==> src/rtl/pmt_pkg.sv <==
// pmt_pkg: shared FSM states, mode constants and saturating add for the PMT counter
package pmt_pkg;
  typedef enum logic {ST_IDLE = 1'b0, ST_GATE = 1'b1} state_e;
  localparam logic MODE_CONT = 1'b0;
  localparam logic MODE_TRIG = 1'b1;
  // a + b clamped to the all-ones value of a w-bit counter (w <= 64)
  function automatic logic [63:0] sat_add(input logic [63:0] a, input logic b, input int unsigned w);
    logic [63:0] m;
    m = (w >= 64) ? '1 : (64'd1 << w) - 64'd1;
    return (a >= m) ? m : a + 64'(b);
  endfunction
endpackage

==> src/rtl/pmt_chan.sv <==
// pmt_chan: one PMT channel - synchroniser, edge detect, window/total counters, activity stretch
//   clk_i, rst_ni     : clock, async active-low reset
//   pmt_i             : raw asynchronous discriminator pulse
//   clear_i/gate_i    : clear window accumulator / accumulate edges this cycle
//   publish_i         : last window cycle, load cnt_o/sat_o with acc + current edge
//   act_o, cnt_o, acnt_o, sat_o : stretched activity, published count, running total, published sat
module pmt_chan
  import pmt_pkg::*;
#(
  parameter int CNT_W       = 32,
  parameter int SYNC_STAGES = 2,
  parameter int STRETCH     = 8
) (
  input  logic             clk_i,
  input  logic             rst_ni,
  input  logic             pmt_i,
  input  logic             clear_i,
  input  logic             gate_i,
  input  logic             publish_i,
  output logic             act_o,
  output logic [CNT_W-1:0] cnt_o,
  output logic [CNT_W-1:0] acnt_o,
  output logic             sat_o
);
  localparam int SW = $clog2(STRETCH + 1);
  logic [SYNC_STAGES-1:0] sync_q;
  logic                   prev_q, rise_q, sat_q, sat_d, psat_q, ovf;
  logic [CNT_W-1:0]       acc_q, acc_d, acc_inc, cnt_q, tot_q;
  logic [SW-1:0]          str_q, str_d;
  always_comb begin
    acc_inc = CNT_W'(sat_add(64'(acc_q), rise_q, CNT_W));
    ovf     = rise_q & (&acc_q);
    acc_d   = clear_i ? '0 : gate_i ? acc_inc : acc_q;
    sat_d   = clear_i ? 1'b0 : sat_q | (gate_i & ovf);
    str_d   = rise_q ? SW'(STRETCH) : (str_q != '0) ? str_q - SW'(1) : str_q;
  end
  // rise_q is registered so a count lands one clock after the edge is seen
  always_ff @(posedge clk_i or negedge rst_ni)
    if (!rst_ni) begin
      sync_q <= '0;
      prev_q <= 1'b0;
      rise_q <= 1'b0;
      acc_q  <= '0;
      sat_q  <= 1'b0;
      cnt_q  <= '0;
      psat_q <= 1'b0;
      tot_q  <= '0;
      str_q  <= '0;
    end else begin
      sync_q <= {sync_q[SYNC_STAGES-2:0], pmt_i};
      prev_q <= sync_q[SYNC_STAGES-1];
      rise_q <= sync_q[SYNC_STAGES-1] & ~prev_q;
      acc_q  <= acc_d;
      sat_q  <= sat_d;
      cnt_q  <= publish_i ? acc_inc : cnt_q;
      psat_q <= publish_i ? (sat_q | ovf) : psat_q;
      tot_q  <= tot_q + CNT_W'(rise_q);
      str_q  <= str_d;
    end
  assign act_o  = |str_q;
  assign cnt_o  = cnt_q;
  assign acnt_o = tot_q;
  assign sat_o  = psat_q;
endmodule

==> src/rtl/pmt_gated_counter.sv <==
// pmt_gated_counter: multi-channel PMT photon counter over programmable exposure windows
//   wHClk_i, wRstN_i        : clock, async active-low reset
//   wPmt_i                  : raw discriminator pulses
//   wExpTime_i, wMode_i     : window length minus one, 0 continuous / 1 triggered
//   wStart_i, wEnable_i     : trigger (triggered mode), master enable
//   wPmt_o                  : stretched activity per channel
//   wPmtCnt_o, wSat_o       : last completed window counts and saturation flags
//   wPmtACnt_o              : free-running wrapping totals
//   wValid_o, wBusy_o       : publish strobe, window open
module pmt_gated_counter
  import pmt_pkg::*;
#(
  parameter int CHANNELS    = 4,
  parameter int CNT_W       = 32,
  parameter int TIME_W      = 32,
  parameter int SYNC_STAGES = 2,
  parameter int STRETCH     = 8
) (
  input  logic                      wHClk_i,
  input  logic                      wRstN_i,
  input  logic [CHANNELS-1:0]       wPmt_i,
  input  logic [TIME_W-1:0]         wExpTime_i,
  input  logic                      wMode_i,
  input  logic                      wStart_i,
  input  logic                      wEnable_i,
  output logic [CHANNELS-1:0]       wPmt_o,
  output logic [CHANNELS*CNT_W-1:0] wPmtCnt_o,
  output logic [CHANNELS*CNT_W-1:0] wPmtACnt_o,
  output logic                      wValid_o,
  output logic                      wBusy_o,
  output logic [CHANNELS-1:0]       wSat_o
);
  state_e            state_q;
  logic [TIME_W-1:0] tmr_q, t_q;
  logic              mode_q, valid_q, start_ok, in_gate, last, clear, gate;
  assign start_ok = wEnable_i & ((wMode_i == MODE_CONT) | wStart_i);
  assign in_gate  = state_q == ST_GATE;
  assign gate     = in_gate & wEnable_i;
  assign last     = gate & (tmr_q == t_q);
  // clear on window entry, abort, and back-to-back restart
  assign clear    = (~in_gate & start_ok) | (in_gate & ~wEnable_i) | (last & (mode_q == MODE_CONT));
  always_ff @(posedge wHClk_i or negedge wRstN_i)
    if (!wRstN_i) begin
      state_q <= ST_IDLE;
      tmr_q   <= '0;
      t_q     <= '0;
      mode_q  <= MODE_CONT;
      valid_q <= 1'b0;
    end else begin
      valid_q <= last;
      case (state_q)
        ST_IDLE:
          if (start_ok) begin
            state_q <= ST_GATE;
            tmr_q   <= '0;
            t_q     <= wExpTime_i;
            mode_q  <= wMode_i;
          end
        default:
          if (!wEnable_i) state_q <= ST_IDLE;
          else if (tmr_q == t_q) begin
            tmr_q <= '0;
            t_q   <= wExpTime_i;
            if (mode_q == MODE_TRIG) state_q <= ST_IDLE;
          end else tmr_q <= tmr_q + TIME_W'(1);
      endcase
    end
  assign wValid_o = valid_q;
  assign wBusy_o  = in_gate;
  for (genvar k = 0; k < CHANNELS; k++) begin : g_ch
    pmt_chan #(.CNT_W(CNT_W), .SYNC_STAGES(SYNC_STAGES), .STRETCH(STRETCH)) u_chan (
      .clk_i    (wHClk_i),
      .rst_ni   (wRstN_i),
      .pmt_i    (wPmt_i[k]),
      .clear_i  (clear),
      .gate_i   (gate),
      .publish_i(last),
      .act_o    (wPmt_o[k]),
      .cnt_o    (wPmtCnt_o[k*CNT_W +: CNT_W]),
      .acnt_o   (wPmtACnt_o[k*CNT_W +: CNT_W]),
      .sat_o    (wSat_o[k])
    );
  end
endmodule

==> config.mk <==
export PLATFORM = sky130hd
export DESIGN_NAME = pmt_gated_counter
export DESIGN_NICKNAME = d
export VERILOG_FILES = /design/src/rtl/pmt_pkg.sv /design/src/rtl/pmt_chan.sv /design/src/rtl/pmt_gated_counter.sv
export SDC_FILE = /design/constraint.sdc
export NUM_CORES = 1
export LEC_CHECK = 0
export ABC_AREA = 1
export CORE_ASPECT_RATIO = 2
export CORE_MARGIN = 10
export CORE_UTILIZATION = 60
export DETAILED_ROUTE_END_ITERATION = 12
export DONT_BUFFER_PORTS = 1
export HOLD_SLACK_MARGIN = 0.02
export PLACE_DENSITY_LB_ADDON = 0.08
export SYNTH_ARGS = -nofsm -noshare
export SYNTH_HDL_FRONTEND = slang
export SYNTH_SLANG_ARGS = --single-unit
==> constraint.sdc <==
create_clock -name wHClk_i -period 3 [get_ports wHClk_i]
set_input_delay 0.6 -clock wHClk_i [delete_from_list [all_inputs] [get_ports wHClk_i]]
set_output_delay 0.6 -clock wHClk_i [all_outputs]
set_load 0.02 [all_outputs]
# == Word level (Yosys, flattened, before mapping) ==
# Index checks and enable logic that the tools add are counted.
# W data, S select, Z words.
# word_totals
ff_bits,491
inputBits,41
elab_cells,156
# classes
addsub,13
magnitude_cmp,4
eq_ne,3
n_mux,37
bitwise_logic,37
reduce_logical,21
# ops
operator,n
$mux W32,20
$add A32 B1 Y32,8
$ge A32 B32 Y1 const B,4
$reduce_and A32 Y1,4
$add A32 B1 Y32 const B,1
$eq A32 B32 Y1,1
$mux W4,8
$and A1 B1 Y1,18
$reduce_bool A4 Y1,4
$reduce_or A4 Y1,4
$sub A4 B1 Y4 const B,4
$reduce_bool A2 Y1,6
$or A1 B1 Y1,11
$mux W1,9
$not A1 Y1,8
$reduce_and A2 Y1,2
$reduce_and A3 Y1,1
$ne A2 B1 Y1 const B,1
$ne A2 B2 Y1 const B,1

# == Logic depth before layout (Yosys ltp) ==
# Gate-level depths: netlist (run 1).
# depth
ltp_word,7
ltp_mapped,14

# == By module ==
# A second synthesis (run 1) with hierarchy kept.
# hier_totals
hier_cells,3432
area_unflattened_um2,26026.2
# by_module_without_submodules
module,instances,cells_each,area_per_inst_um2
pmt_chan,4,728,5527.8
pmt_gated_counter,1,520,3915.0

# == Worst setup path after synthesis (run 1) ==
# No wires, ideal clock.
# synth_timing
path_kind,register to register
from,register g_ch[1].u_chan.tot_q[0]
to,register g_ch[1].u_chan.tot_q[26]
t_arrival_ns,1.965
t_required_ns,2.871
path_slack_ns,0.906
path_stages_with_launch,11
n_path_buf,0
period_less_slack_ns,2.094
path_cell_list,dfrtp_1 -> ha_1 -> ha_1 -> nand3_1 -> nor2_1 -> nand2_1 -> nor2_1 -> nand3_1 -> nor2_1 -> nand3_1 -> xnor2_1
# synth_between
elab_chain_len,1
# synth_lines
element,line_no,rtl
from (decl),pmt_chan.sv:28,"logic [CNT_W-1:0] acc_q, acc_d, acc_inc, cnt_q, tot_q;"
from (signal assigned),pmt_chan.sv:57,tot_q <= tot_q + CNT_W'(rise_q);
$add A32 B1 Y32,pmt_chan.sv:57,
# Every way passes these cells.
# A chain may end at the register's enable or synchronous reset.

# == Worst setup path after layout (run 1) ==
# layout_timing
from,register g_ch[2].u_chan.rise_q
to,register g_ch[2].u_chan.acc_q[16]
# layout_between
elab_chain_len,4
# layout_lines
element,line_no,rtl
from (decl),pmt_chan.sv:27,"logic prev_q, rise_q, sat_q, sat_d, psat_q, ovf;"
from (signal assigned),pmt_chan.sv:52,rise_q <= sync_q[SYNC_STAGES-1] & ~prev_q;
$add A32 B1 Y32,pmt_pkg.sv:10,return (a >= m) ? m : a + 64'(b);
$mux W32,pmt_pkg.sv:10,
$mux W32 (2 in series),pmt_chan.sv:33,acc_d = clear_i ? '0 : gate_i ? acc_inc : acc_q;
to (signal assigned),pmt_chan.sv:43,acc_q <= '0;
to (signal assigned),pmt_chan.sv:53,acc_q <= acc_d;
to (decl),pmt_chan.sv:28,
# Every way passes these cells. The select of a mux whose other input is x is not followed.

==> out/metrics.csv, run 1 <==
stage,metric,value,unit
worst_setup_path,R2R setup slack,420,ps
cts,clk buf depth,3,
worst_setup_path,critical-path cell list,ha_1 -> ha_1 -> inv_1 -> nor2_1 -> inv_1 -> nor2_1 -> inv_1 -> o21ai_0 -> nand3_1 -> a21oi_1 -> nor2_1,
cts,H-Tree Depth,2,
power_and_ir_drop,PwrDens,559,nW/µm²
worst_setup_path,"Data required, critical path",3440,ps
cells_and_area,Area growth syn-to-layout,8.10,%
worst_setup_path,critical path's slowest cell,dfrtp_2,
yosys,"flops & latches, synth",491,
placement,placed instance area,26200,µm²
worst_setup_path,CP startpoint kind,register,
yosys,Syn Area/Cell,7.38,µm²
worst_setup_path,crit path max fanout,6,
floorplan,die area,51900,µm²
outcome,violated checks,negative hold slack,
yosys,Mapped Nets,3535,
cts,Clock Tree Root,clkbuf_16,
placement,Placer Congestion,0.977,
cts,# Post-CTS Setup Buffers,0,
grt,vias in the first global route,22700,
yosys,post-synthesis cell type count,33,
yosys,sequential element share of the synthesized area,47.9,%
yosys,"EDFF count, synth",0,
floorplan,Die Width,166,µm
run,max-cap violation count,0,
timing,final setup fails,0,
cells_and_area,Register Area,12300,µm²
floorplan,io pins,307,
cts,CTS tree,built,
cts,CTS clock-pin slew for the worst setup and hold paths,70,ps
floorplan,Starting Density,60.4,%
timing,worst slew pin tran,1060,ps
route,Routed Antenna Nets,0,
worst_setup_path,Worst Path Buf+Inv,3,
placement,"worst slack, placed",277,ps
timing,final worst slack,421,ps
timing,Final Hold Vio Count,491,
worst_setup_path,reg-to-reg startpoint,g_ch[2].u_chan.rise_q,
power_and_ir_drop,Lkg Pwr,13.4,nW
timing,setup tns final,0,ps
grt,largest net degree at the start of global routing,492,
worst_setup_path,worst endpoint data arrival time,3020,ps
grt,first-pass GRT wire length,122000,µm
yosys,top post-synthesis cells by area,"dfrtp_1 48%, nand2_1 17%, nor2_1 7.7%",
route,vias per cell,5.59,
cells_and_area,share of cells above drive strength 1,3.99,%
cells_and_area,Final Cell Area,27700,µm²
cells_and_area,fin nets,3512,
route,routed len/inst,19.1,µm
grt,global route overflow,0,
placement,Inst Count DP,3950,
placement,Port Buffers,0,
worst_setup_path,CP Capture Type,register,
yosys,post-synthesis cell area,25600,µm²
placement,hpwl dp,57300,µm
cts,clock sinks,491,
timing,Period minus WS final,2580,ps
floorplan,Die Height,312,µm
worst_setup_path,"CP delay by family, top",simple AND/OR/NAND/NOR gates,
grt,antenna violations before repair,0,
worst_setup_path,Register-to-Register Path Depth,11,
yosys,cells after synthesis,3473,
route,WL final,77200,µm
cells_and_area,FILL cells,3708,
timing,RSZ-0062 raised after global routing,no,
route,drt initial violations,1662,
grt,GRT Util Overall,28.8,%
floorplan,core box area,42400,µm²
cells_and_area,multi-input logic area,11600,µm²
worst_setup_path,Setup Crit Path Kind,register to register,
timing,clk_skew,21.6,ps
yosys,share of the synthesized area in the top cell type,47.9,%
floorplan,# rows,107,
power_and_ir_drop,Peak VDD IR,0.000487,V
route,DR DRC count,0,
timing,slew margin rel.,29.4,%
cells_and_area,"commonest non-fill, non-tap cell in the layout",nand2_1,
cts,clock buffer count from CTS,43,
route,Pre-antenna DRT Iters,5,
yosys,post-synth top area cell,dfrtp_1,
route,DR vias,22500,
outcome,status,"finished, violations left",
hold_path,HP Class,input port to async pin,
timing,Hold WS,-267,ps
yosys,"Warnings, synthesis",0,
yosys,Most used DFF post-synth,dfrtp_1,
yosys,asr flop ratio synth,100,%
timing,crit share post-route,86.0,%
cells_and_area,most frequent cells in the layout,"1130 x nand2_1, 524 x nor2_1, 490 x dfrtp_1",
worst_setup_path,CP peak stage delay,560,ps
cts,Skew-Pair Late Insertion Delay,570,ps
timing,fmax,0.388,GHz
timing,"Slew Viols, Final",0,
cells_and_area,fin cells,4030,
worst_setup_path,Critical R2R Capture,g_ch[2].u_chan.acc_q[16],
[repair_timing]
item / CTS / global route
endpoints found under the setup margin: 0 / 2
hold endpoints to repair: 491 / 491
resized for setup: 0 / 1
[cell type report]
class	instances	share of cell area, %
Sequential cell	491	44.4
Multi-Input combinational cell	2537	41.8
Clock buffer	63	4.71
Inverter	342	4.65
Tap cell	545	2.46
Timing Repair Buffer	35	1.13
Clock inverter	16	0.890
Antenna cell	1	0.00903
[cell families after synthesis]
group | share of synthesized area [%]
compound gates | 4.96
mux | 0.0391
simple gates | 33.8
fa+ha+maj | 1.03
xor+xnor | 5.26
buf+inv | 6.96
flops | 47.9
[worst max path at each step]
stage                     cells past startpoint                     start  slack [ps]                   endpoint
final                                        11     g_ch[2].u_chan.rise_q         420   g_ch[2].u_chan.acc_q[16]
after global routing                         11     g_ch[2].u_chan.rise_q         140   g_ch[2].u_chan.acc_q[16]
after CTS                                    11     g_ch[2].u_chan.rise_q         280   g_ch[2].u_chan.acc_q[16]
after detailed placement                     11     g_ch[2].u_chan.rise_q         280   g_ch[2].u_chan.acc_q[16]
after global placement                       11     g_ch[2].u_chan.rise_q         320   g_ch[2].u_chan.acc_q[16]
after floorplan                              10  g_ch[1].u_chan.acnt_o[0]         910  g_ch[1].u_chan.acnt_o[26]
[registers in the layout, summed over array words and instances, names as in the netlist]
| register | count |
|---|---|
| g_ch.u_chan.acnt_o | 128 |
| g_ch.u_chan.sync_q | 8 |
| t_q | 32 |
| tmr_q | 32 |
| g_ch.u_chan.rise_q | 4 |
| g_ch.u_chan.sat_o | 4 |
| wBusy_o | 1 |
| g_ch.u_chan.prev_q | 4 |
| g_ch.u_chan.acc_q | 128 |
| mode_q | 1 |
| wValid_o | 1 |
| g_ch.u_chan.str_q | 16 |
| g_ch.u_chan.cnt_o | 128 |
| g_ch.u_chan.sat_q | 4 |
[stage by stage]
step	power [W]	utilization, %
2_1_floorplan	0.00895	-
3_5_place_dp	0.00948	61.6
6_report	0.0155	65.3
4_1_cts	0.0156	65.3
5_1_grt	0.0161	65.3
3_3_place_gp	0.00937	61.6
[cells in the mapped netlist, drive strengths merged (2+ instances only)]
cell type,instances
o21ai,133
nor4,10
ha,21
nand3b,2
clkbuf,43
xor2,96
nor3,98
inv,342
dfrtp,491
nor3b,4
o22ai,15
nor2,533
xnor2,58
and2,2
a211oi,4
nand4,60
nand3,272
nand2,1133
o31ai,4
buf,60
a21oi,89
[layer usage]
metal	vias up	track usage [%]	wire length (µm)
met3	217	6.77	5900
met2	767	53.0	40300
met4	0	16.5	4630
met5	-	0	0
li1	10900	-	-
met1	10700	29.0	26300
[power by group]
| part | switching, W | total [W] | internal (W) |
|---|---|---|---|
| Sequential | 0.000656 | 0.00775 | 0.00709 |
| Combinational | 0.00107 | 0.00163 | 0.000552 |
| Clock | 0.00257 | 0.00612 | 0.00355 |
| Total | 0.00430 | 0.0155 | 0.0112 |
[worst register-to-register path, cell delays in order, from the launching register on]
cell,delay [ps]
dfrtp_2,560
ha_1,290
ha_1,230
inv_1,100
nor2_1,230
inv_1,160
nor2_1,340
inv_1,90
o21ai_0,150
nand3_1,110
a21oi_1,150
nor2_1,60
No activity file was read; power rests on OpenSTA's default activity.
==> run 2: changes to the inputs <==
==> constraint.sdc (replaced) <==
create_clock -name wHClk_i -period 3 [get_ports wHClk_i]
set_input_delay 0.9 -clock wHClk_i [delete_from_list [all_inputs] [get_ports wHClk_i]]
set_output_delay 0.9 -clock wHClk_i [all_outputs]
set_load 0.02 [all_outputs]
==> run 2 against run 1 <==
  * The flow finishes with violations (max-slew violations)
  * Sequential power barely moved
  * Clock skew about the same
  * Non-clock buffer count grew 10
  * Utilization hardly changed
  * Critical endpoint is now g_ch[3].u_chan.acc_q[20]
==> out/metrics.csv, run 2 (synthesis results as in run 1) <==
stage,metric,value,unit
outcome,status,"finished, violations left",
outcome,violated checks,max-slew violations,
floorplan,core box area,42400,µm²
timing,fmax,0.363,GHz
timing,RSZ-0062 raised after global routing,no,
power_and_ir_drop,Peak VDD IR,0.000505,V
placement,hpwl dp,58300,µm
floorplan,die area,51900,µm²
timing,crit share post-route,91.7,%
cells_and_area,share of cells above drive strength 1,3.98,%
worst_setup_path,crit path max fanout,6,
floorplan,Starting Density,60.4,%
hold_path,HP Class,input port to async pin,
power_and_ir_drop,PwrDens,545,nW/µm²
grt,first-pass GRT wire length,123000,µm
cts,# resized after CTS,0,
cts,CTS clock-pin slew for the worst setup and hold paths,70,ps
grt,global route overflow,0,
cells_and_area,"commonest non-fill, non-tap cell in the layout",nand2_1,
timing,slew margin rel.,-16.1,%
cts,Clock Tree Root,clkbuf_16,
route,Pre-antenna DRT Iters,6,
floorplan,# rows,107,
floorplan,Die Height,312,µm
timing,Final Hold Vio Count,0,
worst_setup_path,Setup Crit Path Kind,register to register,
worst_setup_path,critical path's slowest cell,dfrtp_1,
power_and_ir_drop,Comb power frac,11.3,%
timing,worst slew pin tran,1740,ps
worst_setup_path,Worst Path Buf+Inv,2,
route,routed len/inst,19.4,µm
power_and_ir_drop,sequential power share,51.3,%
grt,vias in the first global route,23000,
timing,clk_skew,21.3,ps
cts,clk buf depth,3,
cells_and_area,Final Cell Area,27700,µm²
cts,Skew-Pair Late Insertion Delay,580,ps
power_and_ir_drop,Clk pwr share,37.4,%
route,DR DRC count,0,
worst_setup_path,CP startpoint kind,register,
timing,final setup fails,0,
route,vias per cell,5.66,
timing,Period minus WS final,2750,ps
floorplan,Die Width,166,µm
worst_setup_path,CP Capture Type,register,
worst_setup_path,critical-path cell list,ha_1 -> ha_1 -> inv_1 -> nor2_1 -> inv_1 -> nor3b_1 -> nand2_1 -> nand2_1 -> nand3_1 -> a21oi_1 -> nor2_1,
floorplan,io pins,307,
timing,"Slew Viols, Final",122,
cts,clock sinks,491,
placement,Port Buffers,0,
route,DR vias,22800,
grt,GRT Util Overall,29.3,%
cells_and_area,most frequent cells in the layout,"1130 x nand2_1, 524 x nor2_1, 491 x dfrtp_1",
cells_and_area,fin nets,3522,
cts,clock buffer count from CTS,43,
power_and_ir_drop,Net Switching,0.00431,W
worst_setup_path,"Data required, critical path",3440,ps
run,max-cap violation count,0,
cells_and_area,Final Util,65.3,%
worst_setup_path,"CP delay by family, top",simple AND/OR/NAND/NOR gates,
cts,CTS tree,built,
cts,H-Tree Depth,2,
route,drt initial violations,1736,
power_and_ir_drop,Lkg Pwr,13.4,nW
timing,setup tns final,0,ps
cts,# Post-CTS Setup Buffers,0,
placement,placed instance area,26200,µm²
route,Routed Antenna Nets,0,
worst_setup_path,CP peak stage delay,580,ps
power_and_ir_drop,Int Pwr,0.0108,W
worst_setup_path,worst endpoint data arrival time,3190,ps
route,WL final,78500,µm
power_and_ir_drop,Sw Share,28.6,%
grt,largest net degree at the start of global routing,350,
cells_and_area,Area growth syn-to-layout,8.06,%
grt,antenna violations before repair,1,
placement,Placer Congestion,0.977,
-- run 2: layout make-up --
| class | instances | area [µm²] |
|---|---|---|
| tap | 545 | 682 |
| timing repair buffer | 45 | 453 |
| fill | 3746 | 14700 |
| antenna | 1 | 2.50 |
| inverter | 342 | 1290 |
| clock buffer | 60 | 1260 |
| sequential | 491 | 12300 |
| clock inverter | 15 | 136 |
| multi-input combinational | 2537 | 11600 |
-- run 2: power groups by stage --
stage | combinational [W] | sequential [W] | clock, W
after detailed placement | 0.00163 | 0.00786 | 0
final | 0.00170 | 0.00774 | 0.00564
after global routing | 0.00193 | 0.00780 | 0.00597
after floorplan | 0.00125 | 0.00770 | 0
after global placement | 0.00154 | 0.00784 | 0
after CTS | 0.00171 | 0.00774 | 0.00574
-- run 2: metrics by stage --
step / instances / hold WS (ps) / setup WS, ps / power, W
3_5_place_dp: 3953 / 335 / 317 / 0.00949
5_1_grt: 4036 / 23.3 / 41.1 / 0.0157
3_3_place_gp: 3953 / 333 / 364 / 0.00938
4_1_cts: 4035 / 22.2 / 291 / 0.0152
6_report: 4036 / 43.2 / 248 / 0.0151
2_1_floorplan: 3473 / 331 / 812 / 0.00895
-- run 2: timing repair --
item                                    CTS  global route
hold endpoints to repair                 57             0
endpoints found under the setup margin    0             0
hold buffers                              7             0
-- run 2: worst paths after layout --
check | from | to | slack [ps] | depth (start not counted)
worst min register to register | g_ch[0].u_chan.sync_q[0] | g_ch[0].u_chan.sync_q[1] | 340 | 0
min in group wHClk_i | g_ch[0].u_chan.sync_q[0] | g_ch[0].u_chan.sync_q[1] | 340 | 0
worst max register to register | g_ch[3].u_chan.rise_q | g_ch[3].u_chan.acc_q[20] | 250 | 11
worst min-delay path | wRstN_i | g_ch[0].u_chan.acnt_o[22] | 40 | 0
max in group asynchronous | wRstN_i | t_q[1] | 1530 | 1
worst max-delay path | g_ch[3].u_chan.rise_q | g_ch[3].u_chan.acc_q[20] | 250 | 11
-- run 2: metal layers --
layer  GRT usage [%]  vias to the layer above  wire length (µm)  share of wire (%)
met2            53.3                      809             40400                 52
met3            6.69                      239              5610                7.1
met5               0                        -                 0                  0
met1            29.2                    10900             26800                 34
met4            19.5                        0              5650                7.2
li1                -                    10900                 -                  -
==> run 3: changes to the inputs <==
--- a/config.mk
+++ b/config.mk
@@ -7,7 +7,7 @@
 export LEC_CHECK = 0
 export ABC_AREA = 1
 export CORE_ASPECT_RATIO = 2
-export CORE_MARGIN = 10
+export CORE_MARGIN = 2
 export CORE_UTILIZATION = 60
 export DETAILED_ROUTE_END_ITERATION = 12
 export DONT_BUFFER_PORTS = 1
==> run 3 against run 2 <==
  * The run now ends clean
  * Count of clock-buffer cells in the layout is 8 lower
  * Clock skew is 1.1 ps higher
  * Register-to-register slack better by 50 ps
  * Sequential power hardly changed
  * Worst setup slack better by 44 ps
  * Via count is 1.0% lower
  * Combinational power is 4% lower
  * Hold slack better by 3.9 ps
  * Final cell count hardly changed
  * Utilization is 0.24 points higher
  * Die area is 14% lower
  * Total power is 3.4% higher
  * Critical endpoint is now wPmt_o[2]
==> out/metrics.csv, run 3 (synthesis results as in run 1) <==
stage,metric,value,unit
worst_setup_path,critical-path cell list,inv_1 -> ha_1 -> nand2_1 -> nor2_1 -> inv_1,
route,Pre-antenna DRT Iters,5,
cts,CTS tree,built,
floorplan,Die Height,296,µm
worst_setup_path,CP startpoint kind,register,
placement,Placer Congestion,0.971,
worst_setup_path,"Data required, critical path",2100,ps
worst_setup_path,cell mode on critical path,inv_1,
grt,first-pass GRT wire length,117000,µm
worst_setup_path,CP Capture Type,output port,
cells_and_area,"commonest non-fill, non-tap cell in the layout",nand2_1,
worst_setup_path,crit path max fanout,4,
cts,# Post-CTS Setup Buffers,0,
timing,crit share post-route,90.2,%
timing,fmax,0.369,GHz
timing,clk_skew,22.4,ps
timing,worst slew pin tran,1350,ps
route,vias per cell,5.60,
power_and_ir_drop,PnR Total Power,0.0156,W
cts,CTS clock-pin slew for the worst setup and hold paths,70,ps
route,DR vias,22600,
power_and_ir_drop,Clk pwr share,40.0,%
placement,"worst slack, placed",356,ps
cts,# resized after CTS,0,
floorplan,die area,44500,µm²
floorplan,core box area,42400,µm²
cts,Clock Tree Root,clkbuf_16,
cts,Skew-Pair Late Insertion Delay,570,ps
cts,clk buf depth,3,
route,met2 WL post-DR,38200,µm
placement,Inst Count DP,3949,
hold_path,HP Class,input port to async pin,
worst_setup_path,Setup Crit Path Kind,register to output port,
floorplan,Starting Density,60.4,%
route,Routed Antenna Nets,0,
power_and_ir_drop,Int Pwr,0.0112,W
route,routed len/inst,18.4,µm
cells_and_area,FILL cells,3653,
timing,final setup fails,0,
worst_setup_path,"CP delay by family, top",buffers and inverters,
run,max-cap violation count,0,
timing,Final Hold Vio Count,0,
placement,Port Buffers,0,
route,drt initial violations,1341,
timing,setup tns final,0,ps
cells_and_area,share of cells above drive strength 1,4.13,%
worst_setup_path,CP peak stage delay,360,ps
grt,global route overflow,0,
worst_setup_path,critical path's slowest cell,dfrtp_1,
timing,Period minus WS final,2710,ps
power_and_ir_drop,Sw Share,27.9,%
floorplan,io pins,307,
outcome,status,"complete, no violations",
power_and_ir_drop,Lkg Pwr,13.4,nW
timing,final worst slack,293,ps
cells_and_area,fin cells,4033,
cts,H-Tree Depth,2,
timing,RSZ-0062 raised after global routing,no,
timing,slew margin rel.,10.2,%
placement,hpwl dp,54100,µm
grt,largest net degree at the start of global routing,450,
power_and_ir_drop,sequential power share,49.6,%
power_and_ir_drop,Peak VDD IR,0.000512,V
grt,vias in the first global route,22800,
grt,GRT Util Overall,33.5,%
cts,clock sinks,491,
power_and_ir_drop,Net Switching,0.00435,W
cts,clock buffer count from CTS,44,
route,DR DRC count,0,
grt,antenna violations before repair,1,
cells_and_area,fin nets,3514,
cells_and_area,most frequent cells in the layout,"1130 x nand2_1, 524 x nor2_1, 491 x dfrtp_1",
power_and_ir_drop,PwrDens,561,nW/µm²
timing,"Slew Viols, Final",0,
worst_setup_path,Worst Path Buf+Inv,2,
power_and_ir_drop,Comb power frac,10.4,%
route,WL final,74200,µm
route,max layer used,met4,
worst_setup_path,worst endpoint data arrival time,1810,ps
route,met3 routed WL,5110,µm
cells_and_area,Area growth syn-to-layout,8.45,%
floorplan,Die Width,150,µm
floorplan,# rows,107,
timing,Hold WS,47.1,ps
cts,hold_buf cts,2,
route,metal1 wirelength,25100,µm
## run 3: changes by cell type in the layout (fill, tap and decap cells not counted), sizes merged
cell	delta
buf	-5
bufinv	+6
clkbuf	-8
clkinv	+2
clkinvlp	+3
dlygate4sd3	-4
inv	+3
## run 3: routing by layer
layer  vias to the layer above  global-route usage [%]
met1                     10700                    33.8
met4                         0                    22.4
met3                       262                    7.06
met2                       759                    60.9
met5                         -                       0
li1                      10900                       -
## run 3: worst paths after layout
kind                                           from                        end  slack (ps)  depth (start not counted)
setup / recovery            g_ch[2].u_chan.str_q[0]                  wPmt_o[2]         290                          5
hold / removal                              wRstN_i  g_ch[0].u_chan.acnt_o[19]          50                          0
setup reg to reg              g_ch[2].u_chan.rise_q  g_ch[2].u_chan.acnt_o[26]         300                         12
hold reg to reg            g_ch[0].u_chan.sync_q[0]   g_ch[0].u_chan.sync_q[1]         350                          0
max in group asynchronous                   wRstN_i  g_ch[3].u_chan.acnt_o[27]        1870                          0
min in group wHClk_i       g_ch[0].u_chan.sync_q[0]   g_ch[0].u_chan.sync_q[1]         350                          0
## run 3: final cells by class
class,instances,area (µm²),area share [%]
flip-flops and latches,491,12300,44.2
multi-input cells,2537,11600,41.7
inverters,342,1290,4.64
clock buffers,52,1200,4.33
well taps,545,682,2.45
clock inverters,29,389,1.40
repair buffers,36,360,1.30
diodes,1,2.50,0.00900
## run 3: through the flow
step	area, µm²	utilization (%)
CTS	27800	65.5
finish	27800	65.5
global placement	26200	61.7
detailed placement	26200	61.7
global route	27800	65.5
floorplan	25600	-
## run 3: power by group through the flow
stage | sequential, W | clock, W | combinational [W]
6_report | 0.00774 | 0.00623 | 0.00163
5_1_grt | 0.00780 | 0.00660 | 0.00186
4_1_cts | 0.00773 | 0.00634 | 0.00164
3_5_place_dp | 0.00786 | 0 | 0.00161
3_3_place_gp | 0.00784 | 0 | 0.00153
2_1_floorplan | 0.00770 | 0 | 0.00125
